$ cat config.mk
export PLATFORM = sky130hd
export DESIGN_NAME = hazard_stall_controller_flat
export DESIGN_NICKNAME = d
export VERILOG_FILES = /design/src/rtl/hazard_stall_controller_if.sv /design/src/rtl/hazard_stall_controller.sv /design/src/flat_wrapper.sv
export SDC_FILE = /design/constraint.sdc
export NUM_CORES = 1
export LEC_CHECK = 0
export ABC_AREA = 1
export BUFFER_PORTS_ARGS = -buffer_cell sky130_fd_sc_hd__buf_4
export CORE_ASPECT_RATIO = 1.25
export CORE_MARGIN = 4
export CORE_UTILIZATION = 51
export DETAILED_ROUTE_END_ITERATION = 7
export PLACE_DENSITY = 0.8
export SETUP_SLACK_MARGIN = 0.02
export SYNTH_ARGS = -nofsm -noshare
export SYNTH_HDL_FRONTEND = slang
export SYNTH_SLANG_ARGS = --single-unit
$ cat constraint.sdc
create_clock -name clk -period 1.8 [get_ports clk]
set_input_delay 0.36 -clock clk [delete_from_list [all_inputs] [get_ports clk]]
set_output_delay 0.36 -clock clk [all_outputs]
set_load 0.005 [all_outputs]
$ cat src/rtl/hazard_stall_controller_if.sv
// Bundle of the ID-stage hazard signals exchanged between the pipeline
// datapath (master) and the hazard/stall controller (slave).
// All outputs of the controller are valid in the same cycle as its inputs;
// there is no valid/ready handshake, the pipeline simply obeys the enables.
interface hazard_stall_controller_if #(
    parameter int STALL_CNT_W = 16
);
    logic                   ID_EX_MemRead;
    logic [4:0]             ID_EX_RegisterRt;
    logic [4:0]             IF_ID_RegisterRs;
    logic [4:0]             IF_ID_RegisterRt;
    logic                   IF_ID_UseHiLo;
    logic                   IF_ID_IsMdu;
    logic                   ID_EX_MduStart;
    logic                   BranchTaken;
    logic                   PCWrite;
    logic                   IF_ID_Write;
    logic                   IF_ID_Flush;
    logic                   ID_EX_Flush;
    logic                   mdu_busy;
    logic                   mdu_done;
    logic [STALL_CNT_W-1:0] stall_cnt;
    logic                   dbg_state;

    modport master (
        output ID_EX_MemRead, ID_EX_RegisterRt, IF_ID_RegisterRs, IF_ID_RegisterRt,
               IF_ID_UseHiLo, IF_ID_IsMdu, ID_EX_MduStart, BranchTaken,
        input  PCWrite, IF_ID_Write, IF_ID_Flush, ID_EX_Flush,
               mdu_busy, mdu_done, stall_cnt, dbg_state
    );

    modport slave (
        input  ID_EX_MemRead, ID_EX_RegisterRt, IF_ID_RegisterRs, IF_ID_RegisterRt,
               IF_ID_UseHiLo, IF_ID_IsMdu, ID_EX_MduStart, BranchTaken,
        output PCWrite, IF_ID_Write, IF_ID_Flush, ID_EX_Flush,
               mdu_busy, mdu_done, stall_cnt, dbg_state
    );
endinterface

$ cat src/rtl/hazard_stall_controller.sv
// ID-stage hazard and stall controller for the 5-stage MIPS pipeline.
// Detects load-use hazards, tracks the multi-cycle MDU busy window, and
// drives PC / IF/ID enables, the two flushes and a saturating stall counter.
module hazard_stall_controller #(
    parameter int MDU_LATENCY = 4,
    parameter int STALL_CNT_W = 16
) (
    input  logic                  clk,
    input  logic                  rst,
    hazard_stall_controller_if.slave bus
);
    localparam logic [0:0] IDLE     = 1'b0;
    localparam logic [0:0] MDU_BUSY = 1'b1;

    // Counter starts at latency-1 so the busy window lasts exactly MDU_LATENCY cycles.
    localparam logic [3:0] LAT_M1 = 4'(MDU_LATENCY - 1);

    logic [0:0]             state_q;
    logic [3:0]             mdu_cnt_q;
    logic                   mdu_done_q;
    logic [STALL_CNT_W-1:0] stall_cnt_q;

    logic load_use;
    logic mdu_hazard;
    logic stall;
    logic busy;

    // Hazard detection: purely combinational, same-cycle decisions.
    always_comb begin
        busy       = (state_q == MDU_BUSY);
        load_use   = bus.ID_EX_MemRead && (bus.ID_EX_RegisterRt != 5'd0) &&
                     ((bus.ID_EX_RegisterRt == bus.IF_ID_RegisterRs) ||
                      (bus.ID_EX_RegisterRt == bus.IF_ID_RegisterRt));
        mdu_hazard = busy && (bus.IF_ID_UseHiLo || bus.IF_ID_IsMdu);
        stall      = !rst && (load_use || mdu_hazard);
    end

    // Pipeline control outputs; reset forces a free-running, non-flushing pipe.
    always_comb begin
        bus.PCWrite     = 1'b1;
        bus.IF_ID_Write = 1'b1;
        bus.IF_ID_Flush = 1'b0;
        bus.ID_EX_Flush = 1'b0;
        bus.mdu_busy    = 1'b0;
        if (!rst) begin
            bus.mdu_busy = busy;
            if (stall) begin
                // Stall wins over a branch: IF/ID holds, branch re-evaluates next cycle.
                bus.PCWrite     = 1'b0;
                bus.IF_ID_Write = 1'b0;
                bus.ID_EX_Flush = 1'b1;
            end else if (bus.BranchTaken) begin
                bus.IF_ID_Flush = 1'b1;
            end
        end
    end

    // MDU sequencing FSM; a start while already busy is ignored.
    always_ff @(posedge clk) begin
        if (rst) begin
            state_q    <= IDLE;
            mdu_cnt_q  <= 4'd0;
            mdu_done_q <= 1'b0;
        end else begin
            mdu_done_q <= 1'b0;
            case (state_q)
                IDLE: begin
                    if (bus.ID_EX_MduStart) begin
                        state_q   <= MDU_BUSY;
                        mdu_cnt_q <= LAT_M1;
                    end
                end
                MDU_BUSY: begin
                    if (mdu_cnt_q == 4'd0) begin
                        state_q    <= IDLE;
                        mdu_done_q <= 1'b1;
                    end else begin
                        mdu_cnt_q <= mdu_cnt_q - 4'd1;
                    end
                end
                default: state_q <= IDLE;
            endcase
        end
    end

    // Saturating count of stalled cycles.
    always_ff @(posedge clk) begin
        if (rst) begin
            stall_cnt_q <= '0;
        end else if (stall && (stall_cnt_q != {STALL_CNT_W{1'b1}})) begin
            stall_cnt_q <= stall_cnt_q + 1'b1;
        end
    end

    assign bus.mdu_done  = mdu_done_q;
    assign bus.stall_cnt = stall_cnt_q;
    assign bus.dbg_state = state_q;
endmodule

$ cat src/flat_wrapper.sv
// flat-port wrapper written by rule: the top's interface ports become plain ports
module hazard_stall_controller_flat 
#(
    parameter int MDU_LATENCY = 4,
    parameter int STALL_CNT_W = 16
)
  (clk, rst, bus_ID_EX_MemRead, bus_ID_EX_RegisterRt, bus_IF_ID_RegisterRs, bus_IF_ID_RegisterRt, bus_IF_ID_UseHiLo, bus_IF_ID_IsMdu, bus_ID_EX_MduStart, bus_BranchTaken, bus_PCWrite, bus_IF_ID_Write, bus_IF_ID_Flush, bus_ID_EX_Flush, bus_mdu_busy, bus_mdu_done, bus_stall_cnt, bus_dbg_state);
  hazard_stall_controller_if #(.STALL_CNT_W(STALL_CNT_W)) bus_i ();
  input  logic clk;
  input  logic rst;
  input wire logic [$bits(bus_i.ID_EX_MemRead)-1:0] bus_ID_EX_MemRead;
  input wire logic [$bits(bus_i.ID_EX_RegisterRt)-1:0] bus_ID_EX_RegisterRt;
  input wire logic [$bits(bus_i.IF_ID_RegisterRs)-1:0] bus_IF_ID_RegisterRs;
  input wire logic [$bits(bus_i.IF_ID_RegisterRt)-1:0] bus_IF_ID_RegisterRt;
  input wire logic [$bits(bus_i.IF_ID_UseHiLo)-1:0] bus_IF_ID_UseHiLo;
  input wire logic [$bits(bus_i.IF_ID_IsMdu)-1:0] bus_IF_ID_IsMdu;
  input wire logic [$bits(bus_i.ID_EX_MduStart)-1:0] bus_ID_EX_MduStart;
  input wire logic [$bits(bus_i.BranchTaken)-1:0] bus_BranchTaken;
  output wire logic [$bits(bus_i.PCWrite)-1:0] bus_PCWrite;
  output wire logic [$bits(bus_i.IF_ID_Write)-1:0] bus_IF_ID_Write;
  output wire logic [$bits(bus_i.IF_ID_Flush)-1:0] bus_IF_ID_Flush;
  output wire logic [$bits(bus_i.ID_EX_Flush)-1:0] bus_ID_EX_Flush;
  output wire logic [$bits(bus_i.mdu_busy)-1:0] bus_mdu_busy;
  output wire logic [$bits(bus_i.mdu_done)-1:0] bus_mdu_done;
  output wire logic [$bits(bus_i.stall_cnt)-1:0] bus_stall_cnt;
  output wire logic [$bits(bus_i.dbg_state)-1:0] bus_dbg_state;
  assign bus_i.ID_EX_MemRead = bus_ID_EX_MemRead;
  assign bus_i.ID_EX_RegisterRt = bus_ID_EX_RegisterRt;
  assign bus_i.IF_ID_RegisterRs = bus_IF_ID_RegisterRs;
  assign bus_i.IF_ID_RegisterRt = bus_IF_ID_RegisterRt;
  assign bus_i.IF_ID_UseHiLo = bus_IF_ID_UseHiLo;
  assign bus_i.IF_ID_IsMdu = bus_IF_ID_IsMdu;
  assign bus_i.ID_EX_MduStart = bus_ID_EX_MduStart;
  assign bus_i.BranchTaken = bus_BranchTaken;
  assign bus_PCWrite = bus_i.PCWrite;
  assign bus_IF_ID_Write = bus_i.IF_ID_Write;
  assign bus_IF_ID_Flush = bus_i.IF_ID_Flush;
  assign bus_ID_EX_Flush = bus_i.ID_EX_Flush;
  assign bus_mdu_busy = bus_i.mdu_busy;
  assign bus_mdu_done = bus_i.mdu_done;
  assign bus_stall_cnt = bus_i.stall_cnt;
  assign bus_dbg_state = bus_i.dbg_state;
  hazard_stall_controller #(.MDU_LATENCY(MDU_LATENCY), .STALL_CNT_W(STALL_CNT_W)) u_core (.clk(clk), .rst(rst), .bus(bus_i));
endmodule
==> impl_metrics.ini <==
[outcome]
status = complete, no violations

[clock_network]
cts_hold_buffers = 0
cts_tree = done
max-clock-path-buffers = 2
cts_buffers = 3
cts.sinks = 22
cts-root-buf = clkbuf_4
h-tree-depth = 1
clk_latency_ps = 310
clkSlewWorstSetupHoldPaths_ps = 140

[global_route]
grt_first_pass_wirelength_um = 5430
antenna_found_initial = 0
grtUsageTotal_pct = 17.8
grt_start_max_net_pins = 18
overflow = 0
grt_pass1_vias = 1344

[yosys]
synth_nets = 263
synthDistinctLibCells = 25
synth_xor_area_share_pct = 1.80
syn_area_per_cell_um2 = 6.12
synth_top_family_by_area = simple AND/OR/NAND/NOR gates
yosys.area_share.adder_pct = 2.58
seq_area_frac_synth_pct = 30.2
synthCells = 238
syn-cell-area_um2 = 1460
yosys.area_share.simple_pct = 44.6
synth_compound_area_share_pct = 7.47
synth.area.mux_share_pct = 0
synth_warnings = 0
ys_ff_latch = 22

[timing]
skew_ps = 9.67
grt_setup_unrepaired = no
hold_violations = 0
setup_viol = 0
final.setup.tns_ps = 0
tightest_slew_ps = 223
fin_ws_ps = 146
fmax_mhz = 605
slew_headroom_pct = 85.0
layout_min_cycle_time_ps = 1650
period_share_pct = 91.9
maxSlewViolCount = 0

[final_layout]
antenna_cells = 0
layout_commonest_cell = nand2_1
final_cell_mix = nand2_1, buf_4, nor2_1
syn2layout_area_growth_pct = 32.0
layout-drive-gt1-share_pct = 27.3
finalCoreUtilization_pct = 71.1
final_nets = 315
layout.cells.non_filler = 323

[power]
cellPowerDensity_nw_per_um2 = 579
ir_worst_vdd_v = 0.000461
power.leakage_nw = 0.988

[floorplanning]
boundaryPins = 45
initial_utilization_pct = 53.8
coreArea_um2 = 2710
num_rows = 21
die_h_um = 67.7
die_w_um = 55.8
dieArea_um2 = 3780

[detailed_routing]
drc = 0
firstDrtPassIters = 4
routedWlPerCell_um = 10.2
drt-total-wl_um = 3290
num_vias = 1567
routed_via_density = 4.85
detail-route-antenna-nets = 0
drt_iter0_markers = 53

[place]
port-buffer-count = 44
place_hpwl_um = 2560
gp_congestion = 0.794
dp.cells = 318
place_ws_ps = 51.7

[worst_setup_path]
path_delay_family = simple AND/OR/NAND/NOR gates
cp-end-kind = output port
timing.critical_path.buf_inv = 3
critPathLaunchType = input pin
cpMaxStageDelayCell = nor3_1
worstPathArrival_ps = 1290
slowest_delay_ps = 190
worstPathRequired_ps = 1440
worstPathCellList = buf_4, nor3_1, nand3_1, nand3_1, inv_1, nand2_1, nand2_4, nor2_1, buf_4
path_class = in2out
worstPathMaxFanout = 6

[job]
cap_violations = 0

[min_path]
hp-class = in2reg
[worst reg2reg max path, cell delays in order, from the launching register on]
cell	delay, ps
dfxtp_1	410
ha_1	190
nand2_1	60
inv_1	110
nand2_2	100
nor2_4	150
nand2b_4	120
clkinv_8	100
nor2_1	50
nand2_1	80
nand2_1	50
nand2_1	50
nor2_1	40
[worst paths after layout]
path	endpoint	slack, ps	cells past startpoint	startpoint
hold reg to reg	u_core.mdu_cnt_q[1]$_SDFFE_PP0P_	510	2	u_core.mdu_cnt_q[1]$_SDFFE_PP0P_
setup / recovery	bus_IF_ID_Flush	150	9	bus_ID_EX_RegisterRt[3]
setup reg to reg	u_core.bus.stall_cnt[4]$_SDFFE_PP0P_	220	12	u_core.bus.stall_cnt[1]$_SDFFE_PP0P_
hold / removal	u_core.bus.stall_cnt[13]$_SDFFE_PP0P_	260	2	rst
[per-stage QoR]
stage	area [um2]	power (mW)	hold WS (ps)
finish	1920	1.11	264
global route	1920	1.18	250
CTS	1900	1.12	257
detailed placement	1840	0.738	483
global placement	1840	0.734	469
floorplan	1460	0.649	454
[kinds of logic (layout without fill, tap and decap cells)]
| family | count (synthesis) | count (layout) |
|---|---|---|
| AO/OA/AOI/OAI | 20 | 20 |
| XOR/XNOR | 3 | 3 |
| adder cells (fa/ha/maj) | 3 | 3 |
| buffers and inverters | 41 | 92 |
| flip-flops | 22 | 22 |
| AND/OR/NAND/NOR | 149 | 149 |
[report_power, final]
part,total [mW],internal [mW],switching [mW]
clock,0.384,0.225,0.159
combinational,0.215,0.106,0.109
sequential,0.516,0.504,0.0111
[area by class of cell]
cell class	count	area (um2)
clock buffer	3	22.5
clock inverter	1	30.0
fill	233	783
inverter	34	141
multi-input combinational	175	840
sequential	22	442
tap	34	42.5
timing repair buffer	54	405
[cell usage after synthesis]
| cell | count | area [um2] |
|---|---|---|
| nand2_1 | 63 | 236 |
| clkinv_8 | 1 | 16.3 |
| nand3_1 | 24 | 120 |
| buf_4 | 2 | 15.0 |
| nand3_2 | 1 | 10.0 |
| o21ai_0 | 3 | 15.0 |
| buf_2 | 3 | 15.0 |
| o21a_1 | 1 | 7.51 |
| a21oi_1 | 14 | 70.1 |
| nand3b_1 | 1 | 7.51 |
| nor3_1 | 2 | 10.0 |
| o211ai_1 | 1 | 7.51 |
| xor2_1 | 1 | 8.76 |
| buf_6 | 2 | 22.5 |
| xnor2_1 | 2 | 17.5 |
| dfxtp_1 | 22 | 440 |
| inv_1 | 32 | 120 |
| ha_1 | 3 | 37.5 |
| nand2_2 | 5 | 31.3 |
| nor2_2 | 10 | 62.6 |
| clkinv_2 | 1 | 5.00 |
| nor2_1 | 41 | 154 |
| nor2_4 | 1 | 11.3 |
| a2bb2oi_1 | 1 | 8.76 |
| nand2b_1 | 1 | 6.26 |
[per-layer routing]
| layer | up-vias | global-route usage [%] | wire length [um] |
|---|---|---|---|
| met5 | - | 0 | 0 |
| met1 | 694 | 20.4 | 1400 |
| met2 | 43 | 33.4 | 1680 |
| met4 | 0 | 6.69 | 24 |
| met3 | 2 | 2.49 | 190 |
| li1 | 828 | - | - |
[what timing repair did]
item / CTS / global route
setup endpoints to repair: 1 / 8
pin swaps: 0 / 1
setup buffers: 0 / 1
resized for setup: 1 / 5
[state kept, by name, indices dropped and copies added (netlist names)]
register / count
u_core.mdu_cnt_q: 4
u_core.bus.stall_cnt: 16
u_core.bus.mdu_done: 1
u_core.bus.dbg_state: 1
No activity file was read; power rests on OpenSTA's default activity.
